**config.mk**
```make
export PLATFORM = sky130hd
export DESIGN_NAME = pipe_hazard_ctrl
export DESIGN_NICKNAME = d
export VERILOG_FILES = /design/src/rtl/pipe_hazard_ctrl.sv
export SDC_FILE = /design/constraint.sdc
export NUM_CORES = 1
export LEC_CHECK = 0
export CAP_MARGIN = 20
export CELL_PAD_IN_SITES_DETAIL_PLACEMENT = 1
export CELL_PAD_IN_SITES_GLOBAL_PLACEMENT = 1
export CORE_ASPECT_RATIO = 0.7
export CORE_MARGIN = 2
export CORE_UTILIZATION = 38
export DETAILED_ROUTE_END_ITERATION = 8
export GPL_TIMING_DRIVEN = 0
export PLACE_DENSITY = 0.91
export SLEW_MARGIN = 30
export SYNTH_ARGS = -nofsm -noshare
export SYNTH_HDL_FRONTEND = slang
export SYNTH_SLANG_ARGS = --single-unit
```
**constraint.sdc**
```tcl
create_clock -name clk -period 3.1 [get_ports clk]
set_clock_uncertainty 0.1 [all_clocks]
set_input_delay 0.465 -clock clk [delete_from_list [all_inputs] [get_ports clk]]
set_output_delay 0.465 -clock clk [all_outputs]
set_load 0.02 [all_outputs]
```
**src/rtl/pipe_hazard_ctrl.sv**
```systemverilog
// Pipeline stall/flush controller: per-register hold/bubble enables, deferred
// flush handling, stall watchdog and saturating performance counters.
module pipe_hazard_ctrl #(
  parameter int unsigned NSTAGE   = 5,
  parameter int unsigned COLLAPSE = 0,
  parameter int unsigned SW       = $clog2(NSTAGE),
  parameter int unsigned CNT_W    = 32,
  parameter int unsigned WDOG_LIM = 1024
) (
  input  logic              clk,
  input  logic              rst,
  input  logic              rdy,
  input  logic [NSTAGE-1:0] stall_req,
  input  logic [NSTAGE-1:0] valid,
  input  logic              flush_req,
  input  logic [SW-1:0]     flush_stage,
  output logic [NSTAGE-1:0] hold,
  output logic [NSTAGE-1:0] bubble,
  output logic              redirect,
  output logic              flush_pend,
  output logic              wdog_err,
  output logic [CNT_W-1:0]  stall_cnt,
  output logic [CNT_W-1:0]  flush_cnt
);

  localparam int unsigned WD_W = $clog2(WDOG_LIM + 1);
  localparam logic [SW-1:0] LAST_K = SW'(NSTAGE - 1);

  typedef enum logic {S_IDLE, S_PEND} state_t;

  state_t             r_state;
  state_t             w_state_nxt;
  logic [SW-1:0]      r_pend_k;
  logic [SW-1:0]      w_pend_k_nxt;
  logic [WD_W-1:0]    r_wd_cnt;
  logic               r_wdog_err;
  logic [CNT_W-1:0]   r_stall_cnt;
  logic [CNT_W-1:0]   r_flush_cnt;

  logic [NSTAGE:0]    w_base_hold;
  logic [NSTAGE-1:0]  w_valid;
  logic [SW-1:0]      w_live_k;
  logic [SW-1:0]      w_eff_k;
  logic               w_pend;
  logic               w_eff_vld;
  logic               w_above_hold;
  logic               w_accept;

  assign w_valid    = valid | NSTAGE'(1);
  assign w_pend     = (r_state == S_PEND);
  assign w_live_k   = (flush_stage >= LAST_K) ? LAST_K : flush_stage;
  assign w_eff_vld  = w_pend | flush_req;
  // A live request at the same or an older stage supersedes the pending one.
  assign w_eff_k    = (w_pend && !(flush_req && (w_live_k >= r_pend_k))) ? r_pend_k : w_live_k;
  assign w_accept   = rdy & w_eff_vld & ~w_above_hold;

  // Base stall chain, walked from the oldest stage towards the PC.
  always_comb begin
    w_base_hold = '0;
    for (int i = NSTAGE - 1; i >= 0; i--) begin
      if (COLLAPSE != 0) w_base_hold[i] = stall_req[i] | (w_base_hold[i+1] & w_valid[i]);
      else               w_base_hold[i] = stall_req[i] | w_base_hold[i+1];
    end
  end

  always_comb begin
    w_above_hold = 1'b0;
    for (int i = 0; i < NSTAGE; i++) begin
      if (SW'(i) == w_eff_k) w_above_hold = w_base_hold[i+1];
    end
  end

  // Flush FSM next state and zero-latency hold/bubble/redirect.
  always_comb begin
    w_state_nxt  = r_state;
    w_pend_k_nxt = r_pend_k;
    hold         = '0;
    bubble       = '0;
    redirect     = 1'b0;
    case (r_state)
      S_IDLE: if (flush_req && !w_accept) begin
        w_state_nxt  = S_PEND;
        w_pend_k_nxt = w_eff_k;
      end
      S_PEND: if (w_accept) w_state_nxt = S_IDLE;
              else          w_pend_k_nxt = w_eff_k;
      default: w_state_nxt = S_IDLE;
    endcase
    if (rst) begin
      hold = '0;
    end else if (!rdy) begin
      hold = '1;
    end else begin
      hold = w_base_hold[NSTAGE-1:0];
      for (int i = 1; i < NSTAGE; i++) bubble[i] = w_base_hold[i-1] & ~w_base_hold[i];
      if (w_accept) begin
        redirect = 1'b1;
        for (int i = 0; i < NSTAGE; i++) begin
          if (SW'(i) <= w_eff_k) begin
            hold[i] = 1'b0;
            if (i >= 1) bubble[i] = 1'b1;
          end
        end
      end
    end
  end

  always_ff @(posedge clk) begin
    if (rst) begin
      r_state  <= S_IDLE;
      r_pend_k <= '0;
    end else begin
      r_state  <= w_state_nxt;
      r_pend_k <= w_pend_k_nxt;
    end
  end

  // Watchdog and perf counters only move while the pipe is not frozen.
  always_ff @(posedge clk) begin
    if (rst) begin
      r_wd_cnt    <= '0;
      r_wdog_err  <= 1'b0;
      r_stall_cnt <= '0;
      r_flush_cnt <= '0;
    end else if (rdy) begin
      if (hold[0] && !redirect) begin
        if (r_wd_cnt != WD_W'(WDOG_LIM)) r_wd_cnt <= r_wd_cnt + WD_W'(1);
        if (r_wd_cnt >= WD_W'(WDOG_LIM - 1)) r_wdog_err <= 1'b1;
      end else begin
        r_wd_cnt <= '0;
      end
      if (hold[0] && (r_stall_cnt != '1)) r_stall_cnt <= r_stall_cnt + CNT_W'(1);
      if (redirect && (r_flush_cnt != '1)) r_flush_cnt <= r_flush_cnt + CNT_W'(1);
    end
  end

  assign flush_pend = w_pend;
  assign wdog_err   = r_wdog_err;
  assign stall_cnt  = r_stall_cnt;
  assign flush_cnt  = r_flush_cnt;

endmodule

```
# == Yosys cells after proc, flatten, opt, wreduce, memory -nomap -nowiden ==
# Cells that the tools add are included.
# op_classes
addsub,3
n_mul,0
n_div,0
order_cmp,8
n_eq_ne,10
n_shift,0
muxes,33
bitwise_logic,17
reduce_logical,15
# ops
cell,n
$add A32 B1 Y32 const B,2
$ne A32 B32 Y1 const B,2
$mux W11,2
$mux W1,19
$mux W5,3
$mux W3,4
$mux W4,3
$add A11 B1 Y11 const B,1
$ge A11 B10 Y1 const B,1
$ne A11 B11 Y1 const B,1
$reduce_and A2 Y1,4
$and A1 B1 Y1,6
$eq A2 B3 Y1 const A,2
$le A1 B3 Y1 const A,2
$le A2 B3 Y1 const A,2
$logic_and A1 B1 Y1,6
$not A1 Y1,6
$pmux W3 S2,1
$or A1 B1 Y1,5
$ne A2 B2 Y1 const B,2
$eq A1 B3 Y1 const A,1
$eq A3 B3 Y1 const A,1
$ge A3 B3 Y1,1
$ge A3 B3 Y1 const B,1
6 further kinds,8
# totals
register_bits,80
latchBits,0
ramBits,0
rom_bits,0
n_memories,0

# == Logic depth before layout (Yosys ltp) ==
# depth
word_depth,22
mapped_depth,13
ltp_nobuf,10

# == Worst setup path before layout ==
# Ideal clock, no wire load.
# synth_path
path_kind,in2out
from,input flush_stage[2]
to,output hold[3]
arrival_ns,2.471
required_ns,2.535
setup_slack_ns,0.064
path_stages,8
path_buffers,0
cell_sequence,nand2b_1 ha_1 nor2b_1 o21ai_2 nand2_1 mux2i_1 o311ai_0 a221oi_1
# synth_between
elab_chain_cells,18
# synth_rtl
element,line,source
from (decl),16,"input logic [SW-1:0] flush_stage,"
$ge A3 B3 Y1,51,assign w_live_k = (flush_stage >= LAST_K) ? LAST_K : flush_stage;
$mux W3 (*),51,
$ge A3 B3 Y1,54,assign w_eff_k = (w_pend && !(flush_req && (w_live_k >= r_pend_k))) ? r_pend_k : w_live_k;
$logic_and A1 B1 Y1,54,
$logic_not A1 Y1,54,
$logic_and A1 B1 Y1,54,
$mux W3 (*),54,
$logic_not A3 Y1,69,if (SW'(i) == w_eff_k) w_above_hold = w_base_hold[i+1];
$mux W1 (5 in series),69,
$not A1 Y1,55,assign w_accept = rdy & w_eff_vld & ~w_above_hold;
$and A1 B1 Y1,55,
$mux W5 (*),96,if (w_accept) begin
$mux W5 (*),91,end else if (!rdy) begin
$mux W5 (*),89,if (rst) begin
to (decl),17,"output logic [NSTAGE-1:0] hold,"
# Mark *: on every way between the ends. The rest lies on a longest branch, timed or not.

# == Worst setup path in the final report ==
# layout_path
from,register r_pend_k[2]
to,output hold[4]
# layout_between
elab_chain_cells,16
# layout_rtl
element,line,source
from (decl),33,logic [SW-1:0] r_pend_k;
from (signal assigned),114,r_pend_k <= w_pend_k_nxt;
$ge A3 B3 Y1,54,
$logic_and A1 B1 Y1,54,
$logic_not A1 Y1,54,
$logic_and A1 B1 Y1,54,
$mux W3 (*),54,
$logic_not A3 Y1,69,
$mux W1 (5 in series),69,
$not A1 Y1,55,
$and A1 B1 Y1,55,
$mux W5 (*),96,
$mux W5 (*),91,
$mux W5 (*),89,
# Marks and branches as above.

==> results.md <==
* Hold endpoint: wdog_err
* Hold/Removal Path Class: reg -> reg
* Non-Filler Instances at around 840
* Status: finished with violations
* Worst Path Required at 2.53 ns
* Synth cell types at between 60 and 70
* Netlist Area Pre-Place at 4480 um2
* CTS max path bufs at 2
* Unrepaired setup endpoints after global routing: true
* Max Cap Viol at 0
* Clock root cell: clkbuf_16
* Routed len/inst at around 21 um
* Clock Latency Late Sink at 0.35 ns
* Global-route wire length before repair at between 20000 and 30000 um
* Routed WL at roughly 17000 um
* Clk pwr share at about two fifths
* Post-synth top area cell: dfxtp_1
* Synth-to-Final Area Change at 38.8%
* CTS buffer count at 9
* Logic gate share of total power at about 16%
* Final Setup Violations at 6
* Vias/cell at around 6.0
* H-tree depth at 3
* Initial antenna violation count at 0
* Critical Path End Type: primary output
* Worst reg2reg setup slack at 0.05 ns
* Final-layout fill cell count at between 1000 and 1500
* Antenna cells at 0
* Vias in the first global route at 5191
* Crit path kind: reg -> out
* Largest net degree at the start of global routing at 13
* CTS tree: yes
* Leak pwr at slightly above 2 nW
* DRT iter0 DRCs at 387
* Failing checks: negative setup slack
* Number of synthesized flops with an enable pin at 0
* GP Congestion at between 0.8 and 0.9
* Buffers added on ports at 86
* Die Area at between 10000 and 15000 um2
* Synth Warn # at 0
* Placed Cells at between 800 and 900
* Aggregate global-route resource usage at a little over a quarter
* Final Slew Violations at 0
* Post-synth ARST share at 0%
* Hpwl dp at 11400 um
* Initial core utilization at 38.6%
* DIE WIDTH at about 130 um
* Worst hold slack at between 0.3 and 0.4 ns
* Syn Inst Count at approximately 560
* Crit start category: register
* Worst R2R Start: r_pend_k[2]
* Synth top cells by count: dfxtp_1 (80), nor2_1 (54), nand2_1 (47), a21oi_1 (42), or3_1 (31)
* Sink Count at 80
* Internal power at 1.81 mW
* Total gr overflow at 0
* CP arrival at approximately 2.6 ns
* Flop pwr share at between 40% and 50%
* Final core utilization at between 50% and 60%
* Final net count at around 700
* Slew @ Worst Pin at 0.796 ns
* Clk slew on worst S/H paths at 0.07 ns
* Post-place setup slack at -1.45 ns
* RR Endpoint: stall_cnt[10]
* Core area at between 10000 and 15000 um2
* Synth Net Count at a little under 600
* Pre-antenna DRT Iters at 4
* WHS Path Cells at 1
* Synth top area share at a little over a third
* Vias post-DR at slightly above 5000
* Worst path setup slack after routing at -0.0758 ns
* Relative slew slack at a little under half
* PD cells at 403 nW/um2
* Switch Pwr at 696 uW
* DRC viols at 0
* Area contributors post-synth: dfxtp_1 (36%), a21oi_1 (4.7%), nor2_1 (4.5%)
* Std cell rows at 33
* Number of synthesized register bits at 80
* Tot Pwr at about 2.5 mW
* Most common cell in the synthesized netlist: dfxtp_1
* Worst hold start: wdog_err
* Ys flop type: dfxtp_1
* Fmax at 315 MHz
* Final hold vios at 0
* CP Max Fanout at 6
* DRT antenna net count at 0
* Sequential share of the synthesized area at a little over a third
* Fin crit share at 102%
* R2R depth at 12
* Maximum vdd drop at ~0.27 mV
* Syn_area_per_cell at 7.94 um2
* Height of the die at roughly 95 um
* Share of layout cells above drive strength 1 at 17.5%
* Min cycle time layout at ~3.2 ns
* Switching share of power at around 28%
* Io pins at 94
-- worst max-delay path, stage by stage, from the launching register on --
cell and delay (ns):
dfxtp_4 0.38, inv_4 0.05, ha_4 0.26, o21ai_2 0.08, and2_4 0.18, buf_4 0.14
o21ai_4 0.20, nand3_4 0.17, or3_4 0.42, a21oi_2 0.14, nor2_1 0.06, buf_4 0.19
-- kinds of logic (layout without fill, tap and decap cells) --
logic type / Yosys count / after routing / share of synthesized area (%)
muxes: 20 / 20 / 4.86
adders and majority gates: 7 / 7 / 1.96
AOI/OAI and AO/OA: 123 / 123 / 16.9
buffers and inverters: 46 / 166 / 4.50
and+or+nand+nor: 276 / 276 / 33.8
other: 1 / 1 / 0.0838
DFF: 80 / 80 / 35.8
xor gates and xnor gates: 11 / 11 / 2.15
-- worst max-delay path by stage --
stage | start | end | slack [ns] | depth (start not counted)
after floorplan | flush_stage[2] | hold[3] | 0.06 | 8
after global placement | flush_stage[2] | hold[0] | -1.35 | 14
after detailed placement | flush_stage[2] | hold[0] | -1.45 | 14
after CTS | stall_req[1] | hold[4] | 0.003 | 9
after global routing | r_pend_k[2] | hold[3] | -0.17 | 11
final | r_pend_k[2] | hold[4] | -0.08 | 11
-- through the flow --
| step | area [um2] | TNS [ns] |
|---|---|---|
| after floorplan | 4480 | 0 |
| after global placement | 5530 | -55.62 |
| after detailed placement | 5530 | -64.77 |
| after CTS | 6070 | 0 |
| after global routing | 6220 | -1.26 |
| final | 6220 | -0.358 |
-- power groups by stage --
stage | Combinational [mW] | Sequential [mW] | Clock, mW
after CTS | 0.351 | 1.05 | 1.05
after global routing | 0.426 | 1.06 | 1.10
after floorplan | 0.167 | 1.08 | 0
final | 0.402 | 1.06 | 1.05
after detailed placement | 0.283 | 1.07 | 0
after global placement | 0.274 | 1.07 | 0
-- layer usage --
layer	share of wire [%]	global-route usage, %	vias to the layer above	routed length (um)
met5	0	0	-	0
met4	2.6	9.93	0	446
met3	5.4	5.10	35	939
met2	49	47.1	184	8580
met1	43	33.8	2541	7510
li1	-	-	2307	-
-- placed cells by master, fill, tap and decap left out, drive strengths merged, types with 8 or more instances in the layout --
cell type and instances:
nor3 13, mux2 14, clkdlybuf4s50 69, nand4 27, o21a 8, nand3 30
buf 38, and3 11, nor2 55, or4 13, nor4 11, nand2 48
or3 31, clkbuf 33, nor2b 15, inv 17, dfxtp 80, o31ai 11
o21ai 39, a21oi 42
-- area by class of cell --
class | instances | area (um2) | share of cell area [%]
buffer | 29 | 158 | 2.54
clock buffer | 12 | 236 | 3.80
clock inverter | 4 | 45.0 | 0.725
inverter | 17 | 66.3 | 1.07
multi-input combinational | 438 | 2920 | 46.9
sequential | 80 | 1610 | 25.9
tap | 157 | 196 | 3.16
timing repair buffer | 104 | 987 | 15.9
-- registers in the layout, indices dropped and copies added, names as in the netlist --
| register | cells |
|---|---|
| flush_cnt | 32 |
| flush_pend | 1 |
| r_pend_k | 3 |
| r_wd_cnt | 11 |
| stall_cnt | 32 |
| wdog_err | 1 |
-- timing repair --
item,in CTS,in global routing
gates resized for setup,111,30
endpoints found under the setup margin,82,55
hold buffers,0,0
pin swaps,12,15
setup buffers,13,5
Note: power is estimated with default switching activity, not from simulation.
